**src/rtl/wb_rr_arbiter_if.sv**
```systemverilog
// Signal bundle between N Wishbone masters, the arbiter, and one Wishbone slave.
// The master modport is the arbiter's side (it masters the slave channel); slave is everything around it.
interface wb_rr_arbiter_if #(
  parameter int unsigned NUM_MASTERS = 4,
  parameter int unsigned AW          = 32,
  parameter int unsigned DW          = 32
);
  localparam int unsigned SW = DW / 8;

  logic [NUM_MASTERS-1:0]    m_cyc;
  logic [NUM_MASTERS-1:0]    m_stb;
  logic [NUM_MASTERS-1:0]    m_we;
  logic [NUM_MASTERS*AW-1:0] m_addr;
  logic [NUM_MASTERS*DW-1:0] m_data;
  logic [NUM_MASTERS*SW-1:0] m_sel;
  logic [NUM_MASTERS-1:0]    m_stall;
  logic [NUM_MASTERS-1:0]    m_ack;
  logic [NUM_MASTERS-1:0]    m_err;
  logic [DW-1:0]             m_idata;

  logic                      s_cyc;
  logic                      s_stb;
  logic                      s_we;
  logic [AW-1:0]             s_addr;
  logic [DW-1:0]             s_data;
  logic [SW-1:0]             s_sel;
  logic                      s_stall;
  logic                      s_ack;
  logic                      s_err;
  logic [DW-1:0]             s_idata;

  modport master (
    input  m_cyc, m_stb, m_we, m_addr, m_data, m_sel,
    output m_stall, m_ack, m_err, m_idata,
    output s_cyc, s_stb, s_we, s_addr, s_data, s_sel,
    input  s_stall, s_ack, s_err, s_idata
  );

  modport slave (
    output m_cyc, m_stb, m_we, m_addr, m_data, m_sel,
    input  m_stall, m_ack, m_err, m_idata,
    input  s_cyc, s_stb, s_we, s_addr, s_data, s_sel,
    output s_stall, s_ack, s_err, s_idata
  );
endinterface

```
**src/rtl/wb_rr_arbiter.sv**
```systemverilog
// N-master to 1-slave pipelined Wishbone arbiter, fixed or round-robin priority, bus held per cycle.
// Define WBARB_TIMEOUT_EN to add a watchdog that aborts a bus cycle stuck waiting on the slave.
module wb_rr_arbiter #(
  parameter int unsigned NUM_MASTERS      = 4,
  parameter int unsigned AW               = 32,
  parameter int unsigned DW               = 32,
  parameter int unsigned MAX_OUTSTANDING  = 8,
  parameter bit          ROUND_ROBIN      = 1'b1,
  parameter bit          OPT_ZERO_ON_IDLE = 1'b0,
  parameter int unsigned TIMEOUT_CYCLES   = 256
) (
  input  logic            CLK,
  input  logic            nRST,
  wb_rr_arbiter_if.master bus
);
  localparam int unsigned SW = DW / 8;
  localparam int unsigned OW = $clog2(NUM_MASTERS);
  localparam int unsigned CW = $clog2(MAX_OUTSTANDING + 1);

  typedef enum logic {IDLE, OWNED} state_t;

  state_t           state_q, state_d;
  logic [OW-1:0]    owner_q, owner_d;
  logic [OW-1:0]    rr_ptr_q, rr_ptr_d;
  logic [CW-1:0]    count_q, count_d;

  logic [OW-1:0]    pick_base, pick_idx, winner;
  logic             found;
  logic             owned, own_cyc, own_stb, own_we;
  logic [AW-1:0]    own_addr;
  logic [DW-1:0]    own_data;
  logic [SW-1:0]    own_sel;
  logic             full, cyc_c, stb_c, accept, resp, timeout;
  logic [NUM_MASTERS-1:0] stall_c, ack_c, err_c;

  // Priority scan starts at rr_ptr in rotating mode, at index 0 in fixed mode
  assign pick_base = ROUND_ROBIN ? rr_ptr_q : '0;

  always_comb begin
    found    = 1'b0;
    winner   = '0;
    pick_idx = '0;
    for (int unsigned i = 0; i < NUM_MASTERS; i++) begin
      pick_idx = OW'((32'(pick_base) + i) % NUM_MASTERS);
      if (!found && bus.m_cyc[pick_idx]) begin
        found  = 1'b1;
        winner = pick_idx;
      end
    end
  end

  assign owned    = (state_q == OWNED);
  assign own_cyc  = bus.m_cyc[owner_q];
  assign own_stb  = bus.m_stb[owner_q];
  assign own_we   = bus.m_we[owner_q];
  assign own_addr = bus.m_addr[32'(owner_q) * AW +: AW];
  assign own_data = bus.m_data[32'(owner_q) * DW +: DW];
  assign own_sel  = bus.m_sel[32'(owner_q) * SW +: SW];

  assign full   = (count_q == CW'(MAX_OUTSTANDING));
  assign cyc_c  = owned & own_cyc & ~timeout;
  assign stb_c  = cyc_c & own_stb & ~full;
  assign accept = stb_c & ~bus.s_stall;
  // Responses count only against strobes this owner actually has in flight
  assign resp   = cyc_c & (bus.s_ack | bus.s_err) & (count_q != '0);

`ifdef WBARB_TIMEOUT_EN
  localparam int unsigned TW = (TIMEOUT_CYCLES > 2) ? $clog2(TIMEOUT_CYCLES) : 1;
  logic [TW-1:0] wd_q, wd_d;

  // Counts cycles spent waiting on the slave with strobes outstanding
  always_comb begin
    wd_d    = '0;
    timeout = 1'b0;
    if (owned && own_cyc && (count_q != '0) && !(bus.s_ack || bus.s_err)) begin
      if (wd_q == TW'(TIMEOUT_CYCLES - 1)) timeout = 1'b1;
      else                                 wd_d    = wd_q + TW'(1);
    end
  end

  always_ff @(posedge CLK or negedge nRST) begin
    if (!nRST) wd_q <= '0;
    else       wd_q <= wd_d;
  end
`else
  logic unused_timeout_cfg;
  assign unused_timeout_cfg = ^TIMEOUT_CYCLES;
  assign timeout            = 1'b0;
`endif

  // Next-state and per-master handshake outputs
  always_comb begin
    state_d  = state_q;
    owner_d  = owner_q;
    rr_ptr_d = rr_ptr_q;
    count_d  = count_q;
    stall_c  = '1;
    ack_c    = '0;
    err_c    = '0;
    unique case (state_q)
      IDLE: begin
        if (found) begin
          state_d = OWNED;
          owner_d = winner;
          count_d = '0;
        end
      end
      OWNED: begin
        stall_c[owner_q] = bus.s_stall | full;
        ack_c[owner_q]   = resp & bus.s_ack;
        err_c[owner_q]   = (resp & bus.s_err) | timeout;
        if (!cyc_c) begin
          state_d = IDLE;
          count_d = '0;
          if (ROUND_ROBIN) rr_ptr_d = OW'((32'(owner_q) + 32'd1) % NUM_MASTERS);
        end else if (accept && !resp) begin
          count_d = count_q + CW'(1);
        end else if (resp && !accept) begin
          count_d = count_q - CW'(1);
        end
      end
      default: state_d = IDLE;
    endcase
  end

  always_ff @(posedge CLK or negedge nRST) begin
    if (!nRST) begin
      state_q  <= IDLE;
      owner_q  <= '0;
      rr_ptr_q <= '0;
      count_q  <= '0;
    end else begin
      state_q  <= state_d;
      owner_q  <= owner_d;
      rr_ptr_q <= rr_ptr_d;
      count_q  <= count_d;
    end
  end

  assign bus.m_stall = stall_c;
  assign bus.m_ack   = ack_c;
  assign bus.m_err   = err_c;
  assign bus.m_idata = bus.s_idata;

  assign bus.s_cyc  = cyc_c;
  assign bus.s_stb  = stb_c;
  assign bus.s_we   = (OPT_ZERO_ON_IDLE && !stb_c) ? 1'b0 : own_we;
  assign bus.s_addr = (OPT_ZERO_ON_IDLE && !stb_c) ? '0   : own_addr;
  assign bus.s_data = (OPT_ZERO_ON_IDLE && !stb_c) ? '0   : own_data;
  assign bus.s_sel  = (OPT_ZERO_ON_IDLE && !stb_c) ? '0   : own_sel;
endmodule

```
**src/flat_wrapper.sv**
```systemverilog
// flat-port wrapper written by rule: the top's interface ports become plain ports
module wb_rr_arbiter_flat 
#(
  parameter int unsigned NUM_MASTERS      = 4,
  parameter int unsigned AW               = 32,
  parameter int unsigned DW               = 32,
  parameter int unsigned MAX_OUTSTANDING  = 8,
  parameter bit          ROUND_ROBIN      = 1'b1,
  parameter bit          OPT_ZERO_ON_IDLE = 1'b0,
  parameter int unsigned TIMEOUT_CYCLES   = 256
)
  (CLK, nRST, bus_m_cyc, bus_m_stb, bus_m_we, bus_m_addr, bus_m_data, bus_m_sel, bus_m_stall, bus_m_ack, bus_m_err, bus_m_idata, bus_s_cyc, bus_s_stb, bus_s_we, bus_s_addr, bus_s_data, bus_s_sel, bus_s_stall, bus_s_ack, bus_s_err, bus_s_idata);
  wb_rr_arbiter_if #(.NUM_MASTERS(NUM_MASTERS), .AW(AW), .DW(DW)) bus_i ();
  input  logic CLK;
  input  logic nRST;
  input wire logic [$bits(bus_i.m_cyc)-1:0] bus_m_cyc;
  input wire logic [$bits(bus_i.m_stb)-1:0] bus_m_stb;
  input wire logic [$bits(bus_i.m_we)-1:0] bus_m_we;
  input wire logic [$bits(bus_i.m_addr)-1:0] bus_m_addr;
  input wire logic [$bits(bus_i.m_data)-1:0] bus_m_data;
  input wire logic [$bits(bus_i.m_sel)-1:0] bus_m_sel;
  output wire logic [$bits(bus_i.m_stall)-1:0] bus_m_stall;
  output wire logic [$bits(bus_i.m_ack)-1:0] bus_m_ack;
  output wire logic [$bits(bus_i.m_err)-1:0] bus_m_err;
  output wire logic [$bits(bus_i.m_idata)-1:0] bus_m_idata;
  output wire logic [$bits(bus_i.s_cyc)-1:0] bus_s_cyc;
  output wire logic [$bits(bus_i.s_stb)-1:0] bus_s_stb;
  output wire logic [$bits(bus_i.s_we)-1:0] bus_s_we;
  output wire logic [$bits(bus_i.s_addr)-1:0] bus_s_addr;
  output wire logic [$bits(bus_i.s_data)-1:0] bus_s_data;
  output wire logic [$bits(bus_i.s_sel)-1:0] bus_s_sel;
  input wire logic [$bits(bus_i.s_stall)-1:0] bus_s_stall;
  input wire logic [$bits(bus_i.s_ack)-1:0] bus_s_ack;
  input wire logic [$bits(bus_i.s_err)-1:0] bus_s_err;
  input wire logic [$bits(bus_i.s_idata)-1:0] bus_s_idata;
  assign bus_i.m_cyc = bus_m_cyc;
  assign bus_i.m_stb = bus_m_stb;
  assign bus_i.m_we = bus_m_we;
  assign bus_i.m_addr = bus_m_addr;
  assign bus_i.m_data = bus_m_data;
  assign bus_i.m_sel = bus_m_sel;
  assign bus_m_stall = bus_i.m_stall;
  assign bus_m_ack = bus_i.m_ack;
  assign bus_m_err = bus_i.m_err;
  assign bus_m_idata = bus_i.m_idata;
  assign bus_s_cyc = bus_i.s_cyc;
  assign bus_s_stb = bus_i.s_stb;
  assign bus_s_we = bus_i.s_we;
  assign bus_s_addr = bus_i.s_addr;
  assign bus_s_data = bus_i.s_data;
  assign bus_s_sel = bus_i.s_sel;
  assign bus_i.s_stall = bus_s_stall;
  assign bus_i.s_ack = bus_s_ack;
  assign bus_i.s_err = bus_s_err;
  assign bus_i.s_idata = bus_s_idata;
  wb_rr_arbiter #(.NUM_MASTERS(NUM_MASTERS), .AW(AW), .DW(DW), .MAX_OUTSTANDING(MAX_OUTSTANDING), .ROUND_ROBIN(ROUND_ROBIN), .OPT_ZERO_ON_IDLE(OPT_ZERO_ON_IDLE), .TIMEOUT_CYCLES(TIMEOUT_CYCLES)) u_core (.CLK(CLK), .nRST(nRST), .bus(bus_i));
endmodule
```
**config.mk**
```make
export PLATFORM = sky130hd
export DESIGN_NAME = wb_rr_arbiter_flat
export DESIGN_NICKNAME = d
export VERILOG_FILES = /design/src/rtl/wb_rr_arbiter_if.sv /design/src/rtl/wb_rr_arbiter.sv /design/src/flat_wrapper.sv
export SDC_FILE = /design/constraint.sdc
export NUM_CORES = 1
export LEC_CHECK = 0
export CAP_MARGIN = 20
export CORE_AREA = 2 2 168 170
export CTS_CLUSTER_DIAMETER = 60
export DETAILED_ROUTE_END_ITERATION = 10
export DIE_AREA = 0 0 170 172
export HOLD_SLACK_MARGIN = 0.12
export PLACE_DENSITY = 0.51
export RECOVER_POWER = 25
export REMOVE_ABC_BUFFERS = 1
export SYNTH_ARGS = -nofsm -noshare
export SYNTH_HDL_FRONTEND = slang
export SYNTH_SLANG_ARGS = --single-unit
```
**constraint.sdc**
```tcl
create_clock -name CLK -period 7 [get_ports CLK]
set_input_delay 0.7 -clock CLK [delete_from_list [all_inputs] [get_ports CLK]]
set_output_delay 0.7 -clock CLK [all_outputs]
set_load 0.01 [all_outputs]
```
==> impl_metrics.ini <==
[yosys]
yosysWarnings = 0
yosys_register_bits = 9
synth_cell_type_count = 35
portion_of_the_post_synthesis_area_used_by_sequential_elements_pct = 8.41
avgSynthCellArea_um2 = 13.3
synth-edff-count = 0
ys_async_sr_fraction_pct = 100
syn_area_mm2 = 0.00268
synthesis.instances = 201
postSynth.topFlopCell = sky130_fd_sc_hd__dfrtp_1

[setup_path]
largest_fanout_on_the_critical_path = 41
path_delay_family = buffers and inverters
critical_path.cell_chain = buf_4 -> mux4_2 -> clkdlybuf4s50_1
cp.buffers_inverters = 2
timing.critical_path.slowest_stage_cell = sky130_fd_sc_hd__dfrtp_4
critical_path.endpoint_type = output pin
cp.required_ps = 6300
critPathKind = flop to output pin
max_stage_delay_ps = 880
worst_ep_arrival_time_ps = 3110
cp-start-kind = flop

[hold_path]
classification_of_the_worst_slack_hold_path = flop to flop

[timing]
worst_slew_pin_slew_ps = 789
max-slew-margin-rel_pct = 47.4
grt_setup_unrepaired = false
final.period_utilization_pct = 54.5
slew_viol_final = 0
timing.setup.tns_ps = 0
final_setup_vio_count = 0
fin_crit_ps = 3810
achievable-frequency_mhz = 262
final_hold_viol_count = 0
post-route-worst-setup-slack_ps = 3190
clock-skew-final_ps = 3.74

[routing]
drcViolationCount = 0
firstDrtPassIters = 4
remaining_number_of_nets_flagged_by_the_antenna_check_after_routing = 0
detailedRoute.firstIterationViolations = 144
route.final.wire_length_um = 21300
route.vias.total = 3441
wl_per_cell_um = 24.3
viasPerCell = 3.93

[pwr]
swShare_pct = 41.0
power.static_leakage_nw = 2.29
cellInternalPower_w = 0.00114
power_switching_w = 0.000792
pwr-share-comb_pct = 83.6
pwr_density_cell_mw_per_mm2 = 293
vdd_drop_max_v = 0.000114
share_clk_of_total_power_pct = 5.3
power_frac_seq_pct = 11.0

[global_routing]
number_of_antenna_violations_at_the_first_check_in_global_routing = 2
grt_start_max_net_pins = 42
overflow = 0
vias_in_the_first_global_route = 3609
wire_length_of_the_first_global_routing_pass_um = 26900
groute.usage.overall_pct = 12.9

[clock_network]
cts_num_sinks = 9
clock_latency_ps = 240
clk_transition_reported_paths_ps = 40
cts_hold_buffers = 0
ctsLongestPathBuffers = 2
tritoncts.num_buffers = 3
htree_levels = 1
cts.root.buffer_cell = sky130_fd_sc_hd__clkbuf_16
postCtsResizedCells = 0
clock_tree_from_tritoncts = built
postCtsSetupRepairBufs = 0

[die]
core_area_mm2 = 0.0275
initial_utilization_pct = 9.75
chip_height_um = 172
die_area_mm2 = 0.0292
pin_count = 436
num_rows = 61
die_w_um = 170

[placement]
placement.setup.worst_slack_ps = 3300
gp_congestion = 0.783
port_buffers = 371
dpl.hpwl_um = 18400

[flow_run]
max-cap-violations = 0

[status]
run_status = finished clean

[final_layout]
mostFrequentLayoutCells = sky130_fd_sc_hd__clkdlybuf4s50_1, sky130_fd_sc_hd__mux4_2, sky130_fd_sc_hd__inv_1
drive_gt1_share_pct = 16.6
syn2layout_area_growth_pct = 146
finish.net_count = 859
most_common_cell_after_layout_fill_and_taps_aside = sky130_fd_sc_hd__clkdlybuf4s50_1
==> path summary, 6_finish.rpt <==
check	startpoint	to	slack [ps]	cells past startpoint
worst max-delay path	u_core.owner_q[0]	bus_s_data[7]	3190	3
worst min-delay path	u_core.count_q[3]	u_core.count_q[3]	550	1
worst max register to register	u_core.owner_q[0]	u_core.count_q[3]	3550	10
worst min register to register	u_core.count_q[3]	u_core.count_q[3]	550	1
max in group asynchronous	nRST	u_core.owner_q[1]	5790	1
min in group asynchronous	nRST	u_core.count_q[1]	850	1
==> per-layer routing <==
| metal | GRT usage (%) | up-vias | share of wire [%] |
|---|---|---|---|
| met4 | 2.12 | 4 | 1.2 |
| met1 | 16.8 | 1691 | 41 |
| li1 | - | 1483 | - |
| met2 | 20.1 | 244 | 46 |
| met5 | 0.522 | - | 0.11 |
| met3 | 5.54 | 19 | 11 |
==> state kept, by name (all words and copies together), names as in the netlist <==
name,cells
u_core.pick_base,2
u_core.owned,1
u_core.count_q,4
u_core.owner_q,2
==> through the flow <==
stage          hold slack (ps)  utilization [%]  cells  total power [W]  instance area [um2]
4_1_cts                    547             24.0    875          0.00197                 6600
3_5_place_dp               539             23.7    871          0.00186                 6520
2_1_floorplan              404                -    152          0.00102                 2350
3_3_place_gp               552             23.7    871          0.00186                 6520
6_report                   548             24.0    876          0.00193                 6600
5_1_grt                    576             24.0    875          0.00208                 6600
==> worst register-to-register path, delay by kind of cell, from the launching register on <==
family	cells	cell delay, ps
mux	1	650
compound gates	6	1150
buf+inv	1	90
fa+ha+maj	2	570
flops	1	880
==> Yosys cell counts, types with 2 or more instances <==
cell type | instances | area, um2
sky130_fd_sc_hd__and4_1 | 8 | 70.1
sky130_fd_sc_hd__clkbuf_1 | 6 | 22.5
sky130_fd_sc_hd__buf_1 | 2 | 7.51
sky130_fd_sc_hd__mux2i_1 | 2 | 20.0
sky130_fd_sc_hd__a21oi_1 | 5 | 25.0
sky130_fd_sc_hd__dfrtp_1 | 9 | 225
sky130_fd_sc_hd__nand2_1 | 3 | 11.3
sky130_fd_sc_hd__nand3_1 | 5 | 25.0
sky130_fd_sc_hd__buf_2 | 3 | 15.0
sky130_fd_sc_hd__and3_1 | 2 | 12.5
sky130_fd_sc_hd__inv_1 | 11 | 41.3
sky130_fd_sc_hd__o211ai_1 | 2 | 15.0
sky130_fd_sc_hd__o22ai_1 | 3 | 18.8
sky130_fd_sc_hd__mux2_2 | 2 | 22.5
sky130_fd_sc_hd__buf_4 | 38 | 285
sky130_fd_sc_hd__nor2_1 | 5 | 18.8
sky130_fd_sc_hd__ha_1 | 7 | 87.6
sky130_fd_sc_hd__mux4_2 | 71 | 1600
==> power groups by stage <==
| stage | clock (W) | combinational, W | sequential, W |
|---|---|---|---|
| CTS | 0.000106 | 0.00165 | 0.000223 |
| detailed placement | 0 | 0.00164 | 0.000224 |
| global route | 0.000108 | 0.00174 | 0.000235 |
| floorplan | 0 | 0.000775 | 0.000243 |
| finish | 0.000103 | 0.00162 | 0.000213 |
| global placement | 0 | 0.00164 | 0.000224 |
==> final cells by class <==
class                   count  area (um2)
repair buffers            373        3730
fillers                  2886       20900
diodes                      1        2.50
clock buffers               4        78.8
well taps                 346         433
multi-input cells         131        2080
inverters                  12        45.0
flip-flops and latches      9         233
==> logic make-up (layout without fill, tap and decap cells) <==
group	count (synthesis)	in the layout	share of synthesized area, %
xor gates and xnor gates	1	1	0.327
and+or+nand+nor	27	27	6.31
buffers and inverters	61	389	14.0
muxes	76	76	61.8
adders and majority gates	8	8	4.02
other	0	1	0
DFF	9	9	8.41
AOI/OAI and AO/OA	19	19	5.09
Power figures use the tool's default switching activity.
